File: src/rtl/mdu_pkg.sv
// Shared types and constants for the multiply/divide unit and the CPU top.
// Holds the FSM state encoding, op codes, iteration count and Div0 vector.
package mdu_pkg;

  typedef enum logic [2:0] {IDLE, MULT, DIV, FIX, DONE} mdu_state_t;

  localparam logic        MDU_MULT        = 1'b0;
  localparam logic        MDU_DIV         = 1'b1;
  localparam int          MDU_ITER        = 32;
  localparam logic [31:0] MDU_DIV0_VECTOR = 32'h000000FF;

  // |x| as 32-bit unsigned; -2^31 maps to 0x80000000, which is what the divider wants.
  function automatic logic [31:0] absVal(input logic [31:0] x);
    return x[31] ? -x : x;
  endfunction

endpackage

File: src/rtl/mult_div_unit_if.sv
// Request/response bundle between the CPU control unit and the multiply/divide unit.
// master = control unit (issues start/op/a/b), slave = multiply/divide unit.
interface mult_div_unit_if;
  logic        start;
  logic        op;
  logic [31:0] a;
  logic [31:0] b;
  logic        busy;
  logic        done;
  logic        div_zero;
  logic [31:0] hi;
  logic [31:0] lo;

  modport master (output start, op, a, b, input busy, done, div_zero, hi, lo);
  modport slave  (input start, op, a, b, output busy, done, div_zero, hi, lo);
endinterface

File: src/rtl/booth_step.sv
// One radix-2 Booth step: add/subtract the multiplicand on a 33-bit upper path,
// then arithmetic shift right; the redundant sign copy is dropped to keep 65 bits.
module booth_step (
  input  logic [64:0] acc,
  input  logic [31:0] mcand,
  output logic [64:0] nextAcc
);

  logic [32:0] upper;
  logic [32:0] addend;
  logic [32:0] sum;

  always_comb begin
    upper  = {acc[64], acc[64:33]};
    addend = {mcand[31], mcand};
    case (acc[1:0])
      2'b01:   sum = upper + addend;
      2'b10:   sum = upper - addend;
      default: sum = upper;
    endcase
    nextAcc = {sum, acc[32:1]};
  end

endmodule

File: src/rtl/mult_div_unit.sv
// Sequential signed MIPS mult/div: 33 cycles to done for mult, 34 for div, 1 for div-by-zero.
// start is only accepted in IDLE; requests while busy are dropped, there is no queue.
module mult_div_unit
  import mdu_pkg::*;
#(
  parameter int ITER = MDU_ITER
) (
  input  logic           clock,
  input  logic           reset,
  mult_div_unit_if.slave bus
);

  mdu_state_t  state, nextState;
  logic [5:0]  cnt;
  logic [64:0] acc, boothNext;
  logic [31:0] mcand, rem, dvd, divisor, hiReg, loReg;
  logic        aNeg, qNeg, dzFlag, doneReg, divZeroReg;
  logic        lastStep;
  logic [32:0] shifted;
  logic [33:0] diff;
  logic [31:0] remNext;
  logic        quoBit;

  booth_step uBooth (
    .acc     (acc),
    .mcand   (mcand),
    .nextAcc (boothNext)
  );

  assign lastStep = (cnt == 6'(ITER - 1));

  // Restoring step: dvd shifts out dividend bits on top and collects quotient bits below.
  always_comb begin
    shifted = {rem, dvd[31]};
    diff    = {1'b0, shifted} - {2'b00, divisor};
    quoBit  = ~diff[33];
    remNext = diff[33] ? 32'(shifted) : 32'(diff);
  end

  always_ff @(posedge clock) begin
    if (reset) state <= IDLE;
    else       state <= nextState;
  end

  always_comb begin
    nextState = state;
    case (state)
      IDLE: begin
        if (bus.start) begin
          if (bus.op == MDU_MULT) nextState = MULT;
          else if (bus.b == '0)   nextState = DONE;
          else                    nextState = DIV;
        end
      end
      MULT:    if (lastStep) nextState = DONE;
      DIV:     if (lastStep) nextState = FIX;
      FIX:     nextState = DONE;
      DONE:    nextState = IDLE;
      default: nextState = IDLE;
    endcase
  end

  always_ff @(posedge clock) begin
    if (reset) begin
      cnt        <= '0;
      acc        <= '0;
      mcand      <= '0;
      rem        <= '0;
      dvd        <= '0;
      divisor    <= '0;
      aNeg       <= 1'b0;
      qNeg       <= 1'b0;
      dzFlag     <= 1'b0;
      hiReg      <= '0;
      loReg      <= '0;
      doneReg    <= 1'b0;
      divZeroReg <= 1'b0;
    end else begin
      doneReg    <= 1'b0;
      divZeroReg <= 1'b0;
      case (state)
        IDLE: begin
          if (bus.start) begin
            cnt    <= '0;
            dzFlag <= 1'b0;
            if (bus.op == MDU_MULT) begin
              acc   <= {32'b0, bus.b, 1'b0};
              mcand <= bus.a;
            end else if (bus.b == '0) begin
              dzFlag <= 1'b1;
            end else begin
              dvd     <= absVal(bus.a);
              divisor <= absVal(bus.b);
              aNeg    <= bus.a[31];
              qNeg    <= bus.a[31] ^ bus.b[31];
              rem     <= '0;
            end
          end
        end
        MULT: begin
          acc <= boothNext;
          cnt <= cnt + 6'd1;
          if (lastStep) begin
            hiReg <= boothNext[64:33];
            loReg <= boothNext[32:1];
          end
        end
        DIV: begin
          rem <= remNext;
          dvd <= {dvd[30:0], quoBit};
          cnt <= cnt + 6'd1;
        end
        FIX: begin
          loReg <= qNeg ? -dvd : dvd;
          hiReg <= aNeg ? -rem : rem;
        end
        DONE: begin
          doneReg    <= ~dzFlag;
          divZeroReg <= dzFlag;
        end
        default: ;
      endcase
    end
  end

  assign bus.busy     = (state != IDLE);
  assign bus.done     = doneReg;
  assign bus.div_zero = divZeroReg;
  assign bus.hi       = hiReg;
  assign bus.lo       = loReg;

endmodule
File: src/flat_wrapper.sv
// flat-port wrapper written by rule: the top's interface ports become plain ports
module mult_div_unit_flat import mdu_pkg::*;
#(
  parameter int ITER = MDU_ITER
)
  (clock, reset, bus_start, bus_op, bus_a, bus_b, bus_busy, bus_done, bus_div_zero, bus_hi, bus_lo);
  mult_div_unit_if bus_i ();
  input  logic clock;
  input  logic reset;
  input wire logic [$bits(bus_i.start)-1:0] bus_start;
  input wire logic [$bits(bus_i.op)-1:0] bus_op;
  input wire logic [$bits(bus_i.a)-1:0] bus_a;
  input wire logic [$bits(bus_i.b)-1:0] bus_b;
  output wire logic [$bits(bus_i.busy)-1:0] bus_busy;
  output wire logic [$bits(bus_i.done)-1:0] bus_done;
  output wire logic [$bits(bus_i.div_zero)-1:0] bus_div_zero;
  output wire logic [$bits(bus_i.hi)-1:0] bus_hi;
  output wire logic [$bits(bus_i.lo)-1:0] bus_lo;
  assign bus_i.start = bus_start;
  assign bus_i.op = bus_op;
  assign bus_i.a = bus_a;
  assign bus_i.b = bus_b;
  assign bus_busy = bus_i.busy;
  assign bus_done = bus_i.done;
  assign bus_div_zero = bus_i.div_zero;
  assign bus_hi = bus_i.hi;
  assign bus_lo = bus_i.lo;
  mult_div_unit #(.ITER(ITER)) u_core (.clock(clock), .reset(reset), .bus(bus_i));
endmodule
File: config.mk
export PLATFORM = sky130hd
export DESIGN_NAME = mult_div_unit_flat
export DESIGN_NICKNAME = d
export VERILOG_FILES = /design/src/rtl/mdu_pkg.sv /design/src/rtl/mult_div_unit_if.sv /design/src/rtl/booth_step.sv /design/src/rtl/mult_div_unit.sv /design/src/flat_wrapper.sv
export SDC_FILE = /design/constraint.sdc
export NUM_CORES = 1
export LEC_CHECK = 0
export CELL_PAD_IN_SITES_DETAIL_PLACEMENT = 1
export CELL_PAD_IN_SITES_GLOBAL_PLACEMENT = 1
export CORE_UTILIZATION = 44
export DETAILED_ROUTE_END_ITERATION = 10
export PLACE_DENSITY_LB_ADDON = 0.1
export SLEW_MARGIN = 20
export SYNTH_ARGS = -nofsm -noshare
export SYNTH_HDL_FRONTEND = slang
export SYNTH_SLANG_ARGS = --single-unit
File: constraint.sdc
create_clock -name clock -period 5.2 [get_ports clock]
set_input_delay 1.04 -clock clock [delete_from_list [all_inputs] [get_ports clock]]
set_output_delay 1.04 -clock clock [all_outputs]
set_load 0.02 [all_outputs]
==> out/qor.yml, run 1 <==
status: "finished clean"
synth_area_leaders: "dfxtp_1 (30%), nand2_1 (8.0%), nor2_1 (5.1%)"
p_per_area_nw_per_um2: 335
whs_path_depth: 1
cp-endpoint: "u_core.bus.hi[31]"
cts_tree: "built"
htreeDepth: 2
finalMaxSlewViolations: 0
cts.sinks: 271
worstPathRequired_ns: 5.63
start_util_pct: 44.9
grt_pass1_vias: 17748
syn_inst: 2380
ys_warn_count: 0
die_w_um: 204
arrival_ns: 5.20
firstDrtPassIters: 5
fin_worst_skew_ns: 0.0245
power_leakage_uw: 0.00791
worst_slew_pin_slew_ns: 1.16
yosysUniqueCellTypes: 84
crit_type: "reg -> reg"
cts_root_buf: "clkbuf_16"
cts_resized: 0
swShare_pct: 35.8
comb_power_share_pct: 30.6
cp-start-kind: "flop"
path_cells: "nor3_1 > nand2_1 > nor3b_1 > nand2_1 > nor2_1 > and4b_1 > a21oi_1 > xnor2_1 > ha_1 > a21o_1 > a21o_1 > a221oi_1 > nand2_1 > o31ai_1 > xor2_1 > nor2_1 > or4_1"
area_growth_pct: 14.9
drive_gt1_share_pct: 5.23
synth_area_um2: 18000
fin_crit_ns: 4.76
rsz0062_at_grt: "no"
power.switching_uw: 2470
die_area_um2: 41600
hold_class: "reg -> reg"
wl_per_cell_um: 21.8
rr_endpoint: "u_core.bus.hi[31]"
cp_common_cell: "nand2_1"
drtIter0Drc: 1069
cts_buffers: 34
yosys-top-cells-count: "nand2_1 (383), dfxtp_1 (271), nor2_1 (244)"
synth_top_area_share_pct: 30.2
track_usage_pct: 30.6
wirelength_mm: 64.5
critPathMaxStageDelay_ns: 0.51
async_flop_share_pct: 0
relSlewSlack_pct: 22.6
portBuffers: 134
synth_edf_count: 0
cts_hold_buf: 0
grt_overflow: 0
antenna_found_initial: 0
cp.depth: 17
pwr-share-clk_pct: 34.9
fill_cells: 4933
ioPinCount: 135
cts_buffer_depth: 3
post-synth-top-count-cell: "nand2_1"
path_max_fanout: 8
die_y_um: 204
row_count: 73
hold_violations: 0
maxCapViolations: 0
viasPerCell: 6.07
clk_pin_slew_ns: 0.06
synth_top_flop_cell: "dfxtp_1"
rr_worst_depth: 17
place_congestion: 0.932
layout.nets: 2550
ys_ff_latch: 271
multiInputGateArea_um2: 11700
yosysSeqAreaShare_pct: 30.2
grt_pass1_wl_mm: 100
critPathTopFamily: "simple AND/OR/NAND/NOR gates"
tns_ns: 0
finalCritPeriodShare_pct: 91.6
power.total_uw: 6910
antenna_cells: 0
vias: 17921
vdd_drop_max_v: 0.000236
crit_buf_inv: 0
avgSynthCellArea_um2: 7.55
core_area_um2: 40000
drc: 0
seq_power_share_pct: 34.5
grt_max_degree: 102
r2r-start: "u_core.mcand[2]"
crit_path_top_delay_cell: "or4_1"
r2r_slack_ns: 0.44
ant_nets: 0
syn_nets: 2521
internal-power_uw: 4440
setup_viol: 0
worstSkewPairLatency_ns: 0.56
cts_setup_buffers: 0
regArea_um2: 5430
dpl.hpwl_mm: 48.6
timing.fmax_mhz: 210
endpoint_kind: "flop"
yosysTopAreaCell: "dfxtp_1"
crit_path_start: "u_core.mcand[2]"
==> power by group through the flow <==
| stage | clock network (µW) | registers (µW) | logic (µW) |
|---|---|---|---|
| after floorplan | 0 | 2360 | 1500 |
| after global placement | 0 | 2410 | 2030 |
| after detailed placement | 0 | 2420 | 2080 |
| after CTS | 2450 | 2380 | 2100 |
| after global routing | 2530 | 2400 | 2310 |
| final | 2410 | 2380 | 2110 |
==> cells by family after synthesis <==
kind of cell / synth area share [%]
DFF: 30.2
xor gates and xnor gates: 9.51
AOI/OAI and AO/OA: 25.5
and+or+nand+nor: 22.4
adders and majority gates: 5.17
buffers and inverters: 5.08
muxes: 2.14
==> sequential cells by signal, indices dropped and copies added, names as in the netlist, 3 cells and up <==
signal          flops
u_core.cnt          6
u_core.dvd         32
u_core.state        3
u_core.mcand       32
u_core.acc         65
u_core.divisor     32
u_core.rem         32
u_core.bus.lo      32
u_core.bus.hi      32
==> stage by stage <==
step | hold slack, ns | area, µm² | setup WS, ns | utilization, % | std cells
CTS | 0.446 | 20600 | 0.471 | 51.6 | 2954
global route | 0.468 | 20600 | 0.0712 | 51.6 | 2954
global placement | 0.434 | 19500 | 0.719 | 48.9 | 2898
detailed placement | 0.438 | 19500 | 0.552 | 48.9 | 2898
floorplan | 0.407 | 18000 | 1.20 | - | 2380
finish | 0.443 | 20600 | 0.437 | 51.6 | 2954
==> layout make-up <==
| cell class | instances | area share (%) |
|---|---|---|
| sequential | 271 | 26.3 |
| clock inverter | 12 | 0.715 |
| tap | 525 | 3.18 |
| multi-input combinational | 1869 | 56.5 |
| timing repair buffer | 156 | 7.28 |
| inverter | 77 | 1.40 |
| clock buffer | 44 | 4.60 |
==> layer usage <==
| layer | up-vias | part of all wire [%] | track usage, % |
|---|---|---|---|
| li1 | 8607 | - | - |
| met1 | 8814 | 46 | 41.3 |
| met4 | 0 | 3.8 | 12.8 |
| met3 | 114 | 4.5 | 4.07 |
| met2 | 386 | 45 | 49.0 |
| met5 | - | 0 | 0 |
==> worst register-to-register path, delay by kind of cell (launching register included) <==
family / cells / cell delay (ns)
DFF: 1 / 0.36
adders and majority gates: 1 / 0.36
xor gates and xnor gates: 2 / 0.56
and+or+nand+nor: 9 / 2.26
AOI/OAI and AO/OA: 5 / 1.11
==> worst min path at each step <==
stage / start / endpoint / slack, ns
floorplan: u_core.dzFlag / u_core.bus.done / 0.41
global placement: u_core.dzFlag / u_core.bus.done / 0.43
detailed placement: u_core.dzFlag / u_core.bus.done / 0.44
CTS: u_core.dzFlag / u_core.bus.done / 0.45
global route: u_core.dzFlag / u_core.bus.done / 0.47
finish: u_core.dzFlag / u_core.bus.done / 0.44
==> cell usage in the layout, fill, tap and decap left out, types with 42 or more instances in the layout <==
cell,instances
a311oi_1,68
a21oi_1,170
o21ai_0,129
xnor2_1,102
dfxtp_1,270
a211oi_1,53
nor2_1,241
nand2_1,380
ha_1,71
clkdlybuf4s50_1,132
o31ai_1,42
xor2_1,93
inv_1,76
No activity file was read; power rests on OpenSTA's default activity.
==> run 2, diff against run 1 <==
RECOVER_POWER = 100   (was unset)
REMOVE_ABC_BUFFERS = 1   (was unset)
==> out/qor.yml, run 2 (synthesis gave the netlist of run 1 again) <==
status: "finished, violations left"
violations: "max-capacitance violations, max-slew violations"
clk_pin_slew_ns: 0.06  # about the same
cts_buffers: 35  # +2.9%
fill_cells: 4897  # -0.73%
area_growth_pct: 15.3
viasPerCell: 6.10  # +0.51%
portBuffers: 134  # unchanged
multiInputGateArea_um2: 11600  # -0.39%
cts_buffer_depth: 3  # unchanged
crit_buf_inv: 3  # +3
hold_violations: 0  # unchanged
cp.depth: 11  # -6
regArea_um2: 5430  # unchanged
final_area_um2: 20700  # +0.37%
worstPathRequired_ns: 5.65  # +0.02 ns
rr_worst_depth: 18  # +1
dpl.hpwl_mm: 48.3  # -0.66%
wirelength_mm: 64.5  # about the same
vdd_drop_max_v: 0.000230  # -2.3%
htreeDepth: 2  # unchanged
regMostFlops: "u_core.acc"
track_usage_pct: 30.5  # -0.14 points
final_common_cell: "nand2_1"
worstSkewPairLatency_ns: 0.55  # about the same
grt_pass1_wl_mm: 100  # -0.27%
placed_area_um2: 19600  # about the same
vias: 18055  # +0.75%
maxCapViolations: 5  # +5
layout.nets: 2552  # +0.078%
drive_gt1_share_pct: 4.76  # -0.46 points
worst_slew_pin_slew_ns: 2.88  # +1.72 ns
cts.sinks: 271  # unchanged
cts_root_buf: "clkbuf_16"
drc: 0  # unchanged
die_y_um: 204  # unchanged
fin_worst_skew_ns: 0.0167  # -0.00781 ns
finalCritPeriodShare_pct: 93.6  # +2.0 points
cts_setup_buffers: 0  # unchanged
drtIter0Drc: 1073  # +0.37%
endpoint_kind: "flop"
largest_reg_flops: 65  # unchanged
row_count: 73  # unchanged
core_area_um2: 40000  # unchanged
crit_type: "in -> reg"
grt_max_degree: 130  # +27%
cp_common_cell: "nor2_1"
rsz0062_at_grt: "no"
path_max_fanout: 47  # +39
die_w_um: 204  # unchanged
setup_viol: 0  # unchanged
final_cell_mix: "nand2_1 (382), dfxtp_1 (270), nor2_1 (243)"
arrival_ns: 5.32  # +0.12 ns
ioPinCount: 135  # unchanged
finalMaxSlewViolations: 263  # +263
grt_overflow: 0  # unchanged
critPathMaxStageDelay_ns: 1.40  # +0.89 ns
relSlewSlack_pct: -91.7  # -110 points
start_util_pct: 44.9  # unchanged
ant_nets: 0  # unchanged
grt_pass1_vias: 17816  # +0.38%
power_leakage_uw: 0.00818  # +3.3%
place_congestion: 0.895  # -4.0%
firstDrtPassIters: 5  # unchanged
critPathTopFamily: "simple AND/OR/NAND/NOR gates"
wl_per_cell_um: 21.8  # -0.20%
whs_path_depth: 2  # +1
fin_crit_ns: 4.87  # +0.104 ns
p_per_area_nw_per_um2: 342  # +2.2%
hold_class: "reg -> reg"
cts_hold_buf: 0  # unchanged
die_area_um2: 41600  # unchanged
path_cells: "dlygate4sd3_1 > inv_1 > ha_1 > or3b_1 > nor4_1 > nand4_1 > nor3_1 > nor2_1 > clkbuf_2 > nor2_1 > a211oi_1"
cp-start-kind: "input port"
crit_path_top_delay_cell: "nor2_1"
antenna_found_initial: 4  # +4
cts_tree: "built"
finish.utilization_pct: 51.8  # +0.19 points
timing.fmax_mhz: 205  # -2.1%
run 2: cell count changes in the layout (fill, tap and decap cells not counted), sizes merged:
cell / before / now
dlygate4sd3: 0 / 70
clkdlybuf4s50: 132 / 63
clkbuf: 44 / 56
buf: 24 / 17
bufinv: 3 / 5
clkinv: 5 / 3
diode: 0 / 1
run 2: final cells by class:
cell class	count	area share [%]
multi-input cells	1869	56.1
flip-flops and latches	271	26.2
repair buffers	157	7.20
clock buffers	49	4.88
well taps	525	3.17
inverters	77	1.39
clock inverters	12	1.04
diodes	1	0.0121
run 2: path summary, 6_finish.rpt:
path                                          from                  to  slack (ns)
worst max-delay path                      bus_b[0]  u_core.divisor[29]        0.33
worst min-delay path            u_core.divisor[22]  u_core.divisor[22]        0.45
worst max register to register     u_core.mcand[2]   u_core.bus.hi[27]        0.60
worst min register to register  u_core.divisor[22]  u_core.divisor[22]        0.45
run 2: what timing repair did:
| item | CTS | global route |
|---|---|---|
| gates resized for setup | 0 | 1 |
| endpoints found under the setup margin | 0 | 1 |
| hold endpoints to repair | 0 | 0 |
run 2: worst register-to-register path, delay by kind of cell (launching register included):
family / cells / cell delay [ns]
AO/OA/AOI/OAI: 9 / 2.00
AND/OR/NAND/NOR: 6 / 1.34
XOR/XNOR: 2 / 0.40
adder cells (fa/ha/maj): 1 / 0.37
flip-flops: 1 / 0.35
run 2: stage by stage:
stage / instances / setup slack, ns / TNS, ns / hold WS (ns) / total power [µW]
2_1_floorplan: 2217 / -2.11 / -77.92 / 0.406 / 3800
3_3_place_gp: 2899 / 0.698 / 0 / 0.450 / 4430
3_5_place_dp: 2899 / 0.494 / 0 / 0.448 / 4500
4_1_cts: 2960 / 0.456 / 0 / 0.456 / 7130
5_1_grt: 2960 / 0.0947 / 0 / 0.485 / 7430
6_report: 2961 / 0.333 / 0 / 0.454 / 7090
run 2: power by group:
group          total (µW)  internal, µW  switching, µW
logic                2090           789           1300
clock network        2610          1620            997
registers            2380          2210            172
total                7090          4610           2470
run 2: routing by layer:
layer | part of all wire (%) | vias to the layer above | GRT usage [%] | wire length, µm
met5 | 0.029 | - | 0 | 19
met4 | 2.8 | 2 | 9.81 | 1830
met3 | 5.2 | 98 | 4.34 | 3380
met2 | 47 | 457 | 51.2 | 30400
met1 | 45 | 8899 | 40.1 | 28800
li1 | - | 8599 | - | -
